<file path="src/rtl/decoder_reg_pkg.sv">
// decoder_reg_pkg: shared constants and FSM encoding for decoder_reg and the encoder loopback bench
package decoder_reg_pkg;
    localparam int IN_W_DEF = 3;
    typedef enum logic [1:0] {
        ST_IDLE  = 2'd0,
        ST_SWEEP = 2'd1,
        ST_DRAIN = 2'd2
    } state_e;
endpackage

</file>
<file path="src/rtl/onehot_dec.sv">
// onehot_dec: combinational binary-to-one-hot decoder
// ports: code_i (binary code in), onehot_o (1 << code_i)
module onehot_dec #(
    parameter  int IN_W  = 3,
    localparam int OUT_W = 2**IN_W
) (
    input  logic [IN_W-1:0]  code_i,
    output logic [OUT_W-1:0] onehot_o
);
    assign onehot_o = OUT_W'(1) << code_i;
endmodule

</file>
<file path="src/rtl/decoder_reg.sv">
// decoder_reg: registered 3-to-8 one-hot decoder with valid/ready handshakes and a code sweep sequencer
// ports: clk/rst (async active-high); in_valid/in_code/in_ready (code source side);
//        out_valid/out_onehot/out_ready (one-hot consumer side); sweep_start/sweep_busy/sweep_done (sequencer)
module decoder_reg
    import decoder_reg_pkg::*;
#(
    parameter  int IN_W  = IN_W_DEF,
    localparam int OUT_W = 2**IN_W
) (
    input  logic             clk,
    input  logic             rst,
    input  logic             in_valid,
    input  logic [IN_W-1:0]  in_code,
    output logic             in_ready,
    output logic             out_valid,
    output logic [OUT_W-1:0] out_onehot,
    input  logic             out_ready,
    input  logic             sweep_start,
    output logic             sweep_busy,
    output logic             sweep_done
);
    state_e           state_q, state_d;
    logic [IN_W:0]    cnt_q, cnt_d;
    logic             out_valid_q, out_valid_d;
    logic [OUT_W-1:0] out_onehot_q, out_onehot_d;
    logic             sweep_done_q, sweep_done_d;
    logic             free, sweep_load, load;
    logic [IN_W-1:0]  code;
    logic [OUT_W-1:0] dec;
    // entry can take a new word when empty or being drained this cycle
    assign free       = !out_valid_q || out_ready;
    assign in_ready   = (state_q == ST_IDLE) && !sweep_start && free;
    assign sweep_load = (state_q == ST_SWEEP) && free;
    assign load       = (in_valid && in_ready) || sweep_load;
    assign code       = sweep_load ? cnt_q[IN_W-1:0] : in_code;
    onehot_dec #(.IN_W(IN_W)) u_dec (
        .code_i   (code),
        .onehot_o (dec)
    );
    always_comb begin
        state_d      = state_q;
        cnt_d        = cnt_q;
        sweep_done_d = 1'b0;
        out_valid_d  = load || (out_valid_q && !out_ready);
        out_onehot_d = load ? dec : out_onehot_q;
        case (state_q)
            ST_IDLE: begin
                if (sweep_start) begin
                    state_d = ST_SWEEP;
                    cnt_d   = '0;
                end
            end
            ST_SWEEP: begin
                if (free) begin
                    cnt_d   = cnt_q + 1'b1;
                    state_d = (cnt_q == (IN_W+1)'(OUT_W-1)) ? ST_DRAIN : ST_SWEEP;
                end
            end
            ST_DRAIN: begin
                // only the last sweep word can be in the entry here
                if (out_valid_q && out_ready) begin
                    state_d      = ST_IDLE;
                    sweep_done_d = 1'b1;
                end
            end
            default: state_d = ST_IDLE;
        endcase
    end
    always_ff @(posedge clk or posedge rst) begin
        if (rst) begin
            state_q      <= ST_IDLE;
            cnt_q        <= '0;
            out_valid_q  <= 1'b0;
            out_onehot_q <= '0;
            sweep_done_q <= 1'b0;
        end else begin
            state_q      <= state_d;
            cnt_q        <= cnt_d;
            out_valid_q  <= out_valid_d;
            out_onehot_q <= out_onehot_d;
            sweep_done_q <= sweep_done_d;
        end
    end
    assign out_valid  = out_valid_q;
    assign out_onehot = out_onehot_q;
    assign sweep_busy = (state_q != ST_IDLE);
    assign sweep_done = sweep_done_q;
endmodule

</file>
<file path="config.mk">
export PLATFORM = sky130hd
export DESIGN_NAME = decoder_reg
export DESIGN_NICKNAME = d
export VERILOG_FILES = /design/src/rtl/decoder_reg_pkg.sv /design/src/rtl/onehot_dec.sv /design/src/rtl/decoder_reg.sv
export SDC_FILE = /design/constraint.sdc
export NUM_CORES = 1
export LEC_CHECK = 0
export ABC_AREA = 1
export CAP_MARGIN = 40
export CORE_AREA = 2 2 48 50
export CTS_CLUSTER_DIAMETER = 100
export DETAILED_ROUTE_END_ITERATION = 7
export DIE_AREA = 0 0 50 52
export GPL_TIMING_DRIVEN = 1
export HOLD_SLACK_MARGIN = 0.08
export MAX_ROUTING_LAYER = met4
export PLACE_DENSITY = 0.71
export SLEW_MARGIN = 20
export SYNTH_ARGS = -nofsm -noshare
export SYNTH_HDL_FRONTEND = slang
export SYNTH_HIERARCHICAL = 1
export SYNTH_SLANG_ARGS = --single-unit
</file>
<file path="constraint.sdc">
create_clock -name clk -period 1.5 [get_ports clk]
set_clock_uncertainty 0.1 [all_clocks]
set_input_delay 0.3 -clock clk [delete_from_list [all_inputs] [get_ports clk]]
set_output_delay 0.3 -clock clk [all_outputs]
set_load 0.1 [all_outputs]
</file>
==> impl_metrics.csv, run 1 <==
group,metric,value,unit
global_route,met3_usage,0.0374,
cells_and_area,layout.nets,161,
worst_setup_path,crit_chain,"buf_4, nor2_4, nand2_8, o21ai_4, inv_2, nand2_2, nor2_1, nand2_1, nand2_1",
yosys,syn-num-nets,121,
sta,period_minus_slack,1.64,ns
worst_setup_path,crit_arrival,1.72,ns
route,drc,0,
yosys,seq_area_frac_synth,0.468,
worst_setup_path,worstReg2RegEnd,"out_onehot[5]",
yosys,synth_cell_types,19,
worst_setup_path,cpLargestDelayFamily,"simple AND/OR/NAND/NOR gates",
global_route,met1_usage,0.239,
global_route,grt-ovfl-total,0,
placement,place_hpwl,1480,um
cells_and_area,regArea,405,um^2
worst_setup_path,cp-end-kind,"register",
cts,htreeDepth,1,
placement,dpl_cell_area,1310,um^2
cts,insertion_delay,0.29,ns
cells_and_area,final_core_util,0.699,
route,dr_total_vias,865,
sta,fin_crit_sh,1.09,
route,routedWlPerCell,12.6,um
floorplanning,start_util,0.406,
sta,fmax,0.609,GHz
worst_setup_path,max_stage_delay,0.44,ns
run_status,violations,"negative setup slack",
global_route,top_usage_layer,"met2",
run_status,outcome,"complete, but fails checks",
global_route,grt_start_max_net_pins,17,
sta,slew_violations,0,
global_route,grt_usage,0.177,
route,dr.pass1.iters,4,
cts,max-clock-path-buffers,2,
yosys,synth-seq-cells,16,
placement,portBuffers,19,
cts,cts_buffers,3,
sta,rsz0062_at_grt,"true",
yosys,syn_area,856,um^2
yosys,ys_warn_count,6,
global_route,grt_pass1_wl,3370,um
sta,slew_headroom,0.856,
floorplanning,core-area,2110,um^2
sta,whs,0.203,ns
cells_and_area,fin_area,1470,um^2
route,drt_iter0_drc,32,
floorplanning,dieArea,2600,um^2
cts,root_buffer,"clkbuf_4",
floorplanning,rows,17,
worst_setup_path,crit_top_cell,"nand2_1",
cts,ctsHoldBuffers,0,
run,maxCapViolCount,0,
yosys,yosysTopAreaCellShare,0.468,
worst_setup_path,cp_num_buf_inv,2,
worst_setup_path,r2r_cells,9,
route,avgViaCountPerCell,4.83,
worst_setup_path,critical_path.max_fanout,8,
cells_and_area,multi_input_area,492,um^2
floorplanning,dieWidth,50,um
sta,finalSetupViolations,11,
yosys,syn_area_per_cell,7.64,um^2
cells_and_area,antenna_cells,0,
worst_setup_path,crit_required,1.58,ns
floorplanning,pin_count,20,
yosys,synth_area_leaders,"dfrtp_1 (47%), nand2_1 (15%), nand3_1 (9.4%)",
route,drtAntennaViolNets,0,
cts,cts.sinks,16,
sta,hold_viol,0,
worst_setup_path,r2r_slack,-0.14,ns
yosys,syn_inst,112,
cells_and_area,area_delta_synth_final,72.1,%
placement,dpl_worst_slack,-0.226,ns
cells_and_area,fill_cells,147,
cts,clk_pin_slew_worst_paths,0.10,ns
worst_setup_path,cp_slowest_cell,"dfrtp_2",
floorplanning,die_y,52,um
sta,worst_pin_slew,0.216,ns
global_route,use_met2,0.263,
route,wl,2250,um
cts,cts_tree,"built",
cells_and_area,drive_above_1_share,0.404,
placement,gp_congestion,0.883,
worst_setup_path,cp-start-kind,"register",
sta,setup_slack,-0.141,ns
worst_setup_path,crit_type,"reg -> reg",
worst_setup_path,r2r-start,"state_q[1]",
global_route,grt_pass1_vias,771,
yosys,yosys.area.top_type,"dfrtp_1",
hold_path,hp-class,"in -> async",
global_route,antenna_found_initial,0,
-- synthesized netlist by cell type, drive strengths merged --
cell / number
nand3: 16
o21ai: 9
nand4: 2
dfrtp: 16
ha: 1
nor3: 1
inv: 14
nor2: 12
buf: 2
a21oi: 2
nand2: 37
-- cell usage in the layout, fill, tap and decap left out --
cell / netlist / layout
a21oi_1: 2 / 1
a21oi_2: 0 / 1
buf_12: 0 / 12
buf_4: 0 / 14
buf_6: 1 / 4
clkbuf_1: 0 / 1
clkbuf_4: 0 / 3
clkdlybuf4s50_1: 0 / 6
dfrtp_1: 16 / 14
dfrtp_2: 0 / 1
dfrtp_4: 0 / 1
dlygate4sd2_1: 0 / 1
ha_1: 1 / 1
inv_1: 12 / 9
inv_2: 2 / 4
inv_4: 0 / 1
nand2_1: 34 / 25
nand2_2: 2 / 6
nand2_4: 1 / 5
nand2_8: 0 / 1
nand3_1: 16 / 16
nand4_1: 1 / 1
nand4_4: 1 / 1
nor2_1: 10 / 7
nor2_2: 1 / 1
nor2_4: 1 / 4
nor3_1: 1 / 1
o21ai_0: 2 / 2
o21ai_1: 7 / 5
o21ai_4: 0 / 2
-- final cells by class --
class | count | area share
Timing Repair Buffer | 37 | 0.312
Tap cell | 28 | 0.0238
Clock buffer | 4 | 0.0178
Multi-Input combinational cell | 80 | 0.334
Sequential cell | 16 | 0.275
Inverter | 14 | 0.0374
-- per-layer routing --
layer | share of wire | vias up
li1 | - | 436
met1 | 0.43 | 403
met2 | 0.53 | 22
met3 | 0.022 | 4
met4 | 0.019 | 0
met5 | 0 | -
-- worst max-delay path by stage --
stage,end,cells after the start,startpoint,slack (ns)
2_1_floorplan,in_ready,3,out_valid,-0.12
3_3_place_gp,out_onehot[0],10,out_ready,-0.19
3_5_place_dp,out_onehot[5],10,out_ready,-0.23
4_1_cts,in_ready,4,state_q[0],-0.10
5_1_grt,out_onehot[5],9,state_q[1],-0.22
6_report,out_onehot[5],9,state_q[1],-0.14
-- sequential cells by signal (all words and copies together), names as in the netlist --
signal,count
state_q,2
out_valid,1
sweep_done,1
cnt_q,4
out_onehot,8
-- worst reg2reg max path: cells and delay by family, from the launching register on --
kind	cells	cell delay, ns
simple gates	6	0.54
flops	1	0.44
buf+inv	2	0.24
compound gates	1	0.21
-- cells by family after synthesis --
kind of cell / after synthesis / share of synthesized area
fa+ha+maj: 1 / 0.0146
flops: 16 / 0.468
compound gates: 11 / 0.0643
simple gates: 68 / 0.373
buf+inv: 16 / 0.0804
-- what timing repair did --
action	CTS	global route
pin swaps	3	5
setup endpoints to repair	2	14
setup buffers	3	5
hold endpoints to repair	0	0
gates resized for setup	5	19
-- stage by stage --
step / setup TNS (ns) / std cells
2_1_floorplan: -0.577 / 112
3_3_place_gp: -1.96 / 167
3_5_place_dp: -2.31 / 167
4_1_cts: -0.239 / 174
5_1_grt: -1.99 / 179
6_report: -1.08 / 179
Power of run 1 is left out: the tool's default activity adds up to more than one toggle a clock period on the data nets, which glitch-free logic cannot reach.
==> run 2, diff against run 1 <==
--- a/config.mk
+++ b/config.mk
@@ -8,6 +8,7 @@
 export ABC_AREA = 1
 export CAP_MARGIN = 40
 export CORE_AREA = 2 2 48 50
+export CTS_BUF_LIST = sky130_fd_sc_hd__clkbuf_16
 export CTS_CLUSTER_DIAMETER = 100
 export DETAILED_ROUTE_END_ITERATION = 7
 export DIE_AREA = 0 0 50 52
==> run 2 against run 1 <==
  * First-iteration DRC count fell by 22%
  * Highest routed layer unchanged
  * Register-to-register slack barely moved
  * Wire length rose by 4.1%
  * The run still ends with negative setup slack left
  * Final area rose by 3.1%
  * Final cell count fell by 1.1%
  * Setup slack improved by 0.0093 ns
  * Critical endpoint is now out_onehot[1]
  * Global-route usage rose by 1.1 points
==> impl_metrics.csv, run 2 (synthesis results as in run 1) <==
group,metric,value,unit
route,drc,0,
placement,portBuffers,19,
sta,slew_headroom,0.835,
cells_and_area,layout.nets,159,
sta,finalSetupViolations,10,
cells_and_area,area_delta_synth_final,77.3,%
sta,rsz0062_at_grt,"true",
floorplanning,dieArea,2600,um^2
cells_and_area,layoutNonFillerInstCount,177,
worst_setup_path,cp-start-kind,"register",
floorplanning,start_util,0.406,
cts,max-clock-path-buffers,2,
route,avgViaCountPerCell,4.86,
worst_setup_path,critical_path.max_fanout,8,
worst_setup_path,crit_top_cell,"nand2_2",
worst_setup_path,crit_chain,"buf_4, nor2_4, nand2_4, o21ai_4, inv_2, nand2_2, nor2_1, nand2_2, nand2_1",
sta,period_minus_slack,1.63,ns
cells_and_area,fin_area,1520,um^2
hold_path,hp-class,"in -> async",
sta,fmax,0.613,GHz
floorplanning,pin_count,20,
route,wl,2340,um
worst_setup_path,cp_slowest_cell,"dfrtp_2",
global_route,grt_start_max_net_pins,17,
cells_and_area,final_core_util,0.721,
route,dr_total_vias,860,
cts,htreeDepth,1,
cts,cts.sinks,16,
sta,hold_viol,0,
sta,setup_slack,-0.132,ns
route,dr.pass1.iters,4,
global_route,grt_pass1_wl,3500,um
route,drtAntennaViolNets,0,
sta,fin_crit_sh,1.09,
cells_and_area,drive_above_1_share,0.430,
worst_setup_path,cp-end-kind,"register",
global_route,grt_usage,0.189,
floorplanning,dieWidth,50,um
cts,cts_tree,"built",
worst_setup_path,crit_required,1.54,ns
placement,post-place-cells,167,
placement,dpl_cell_area,1310,um^2
worst_setup_path,max_stage_delay,0.43,ns
run_status,violations,"negative setup slack",
cts,insertion_delay,0.25,ns
placement,place_hpwl,1480,um
run,maxCapViolCount,0,
global_route,antenna_found_initial,0,
cells_and_area,antenna_cells,0,
cts,ctsHoldBuffers,0,
global_route,grt-ovfl-total,0,
floorplanning,core-area,2110,um^2
run_status,outcome,"complete, but fails checks",
worst_setup_path,crit_arrival,1.67,ns
floorplanning,rows,17,
worst_setup_path,crit_type,"reg -> reg",
floorplanning,die_y,52,um
cells_and_area,final_cell_mix,"nand2_1 (22), nand3_1 (16), dfrtp_1 (14), buf_12 (12), buf_4 (12)",
route,routedWlPerCell,13.2,um
placement,dpl_worst_slack,-0.226,ns
sta,worst_pin_slew,0.247,ns
sta,slew_violations,0,
cts,cts_buffers,3,
cts,root_buffer,"clkbuf_16",
route,drt_iter0_drc,25,
cells_and_area,layout_commonest_cell,"nand2_1",
placement,gp_congestion,0.883,
cts,clk_pin_slew_worst_paths,0.05,ns
global_route,grt_pass1_vias,780,
cells_and_area,largest_register_ffs,8,
[run 2: cell types whose count changed in the layout (fill, tap and decap cells not counted), sizes merged]
cell / before / now
clkbuf: 4 / 3
dlygate4sd2: 1 / 2
buf: 30 / 28
clkdlybuf4s50: 6 / 5
inv: 14 / 15
[run 2: layout make-up]
class	count	area, um^2
Multi-Input combinational cell	80	500
Clock buffer	3	75.1
Sequential cell	16	405
Timing Repair Buffer	35	443
Inverter	14	55.1
Fill cell	149	588
Tap cell	28	35.0
Clock inverter	1	3.75
[run 2: layer usage]
metal  GRT usage  wire length, um  vias up
met5           -                0        -
met4       0.106               46        0
met3      0.0374               64        6
met2       0.283             1220       22
met1       0.239             1010      400
li1            -                -      432
[run 2: worst paths after layout]
kind | startpoint | slack, ns | end | cells past startpoint
max | state_q[1] | -0.13 | out_onehot[1] | 9
min | rst | 0.26 | sweep_done | 3
max reg2reg | state_q[1] | -0.13 | out_onehot[1] | 9
min reg2reg | cnt_q[0] | 0.46 | cnt_q[0] | 1
max in group asynchronous | rst | 0.84 | out_valid | 3
min in group clk | cnt_q[0] | 0.46 | cnt_q[0] | 1
[run 2: worst max-delay path, delay by kind of cell, from the launching register on]
family | cells | cell delay, ns
buf+inv | 2 | 0.23
flops | 1 | 0.43
simple gates | 6 | 0.52
compound gates | 1 | 0.22
[run 2: what timing repair did]
item,4_1_cts,5_1_grt
gates resized for setup,9,21
endpoints found under the setup margin,2,12
pin swaps,2,9
buffers inserted,4,3
[run 2: through the flow]
stage	hold WS [ns]	setup TNS, ns
after floorplan	0.114	-0.577
after global placement	0.425	-1.96
after detailed placement	0.430	-2.31
after CTS	0.264	-0.104
after global routing	0.280	-1.65
final	0.259	-0.762
Power of run 2 is left out for the same reason.
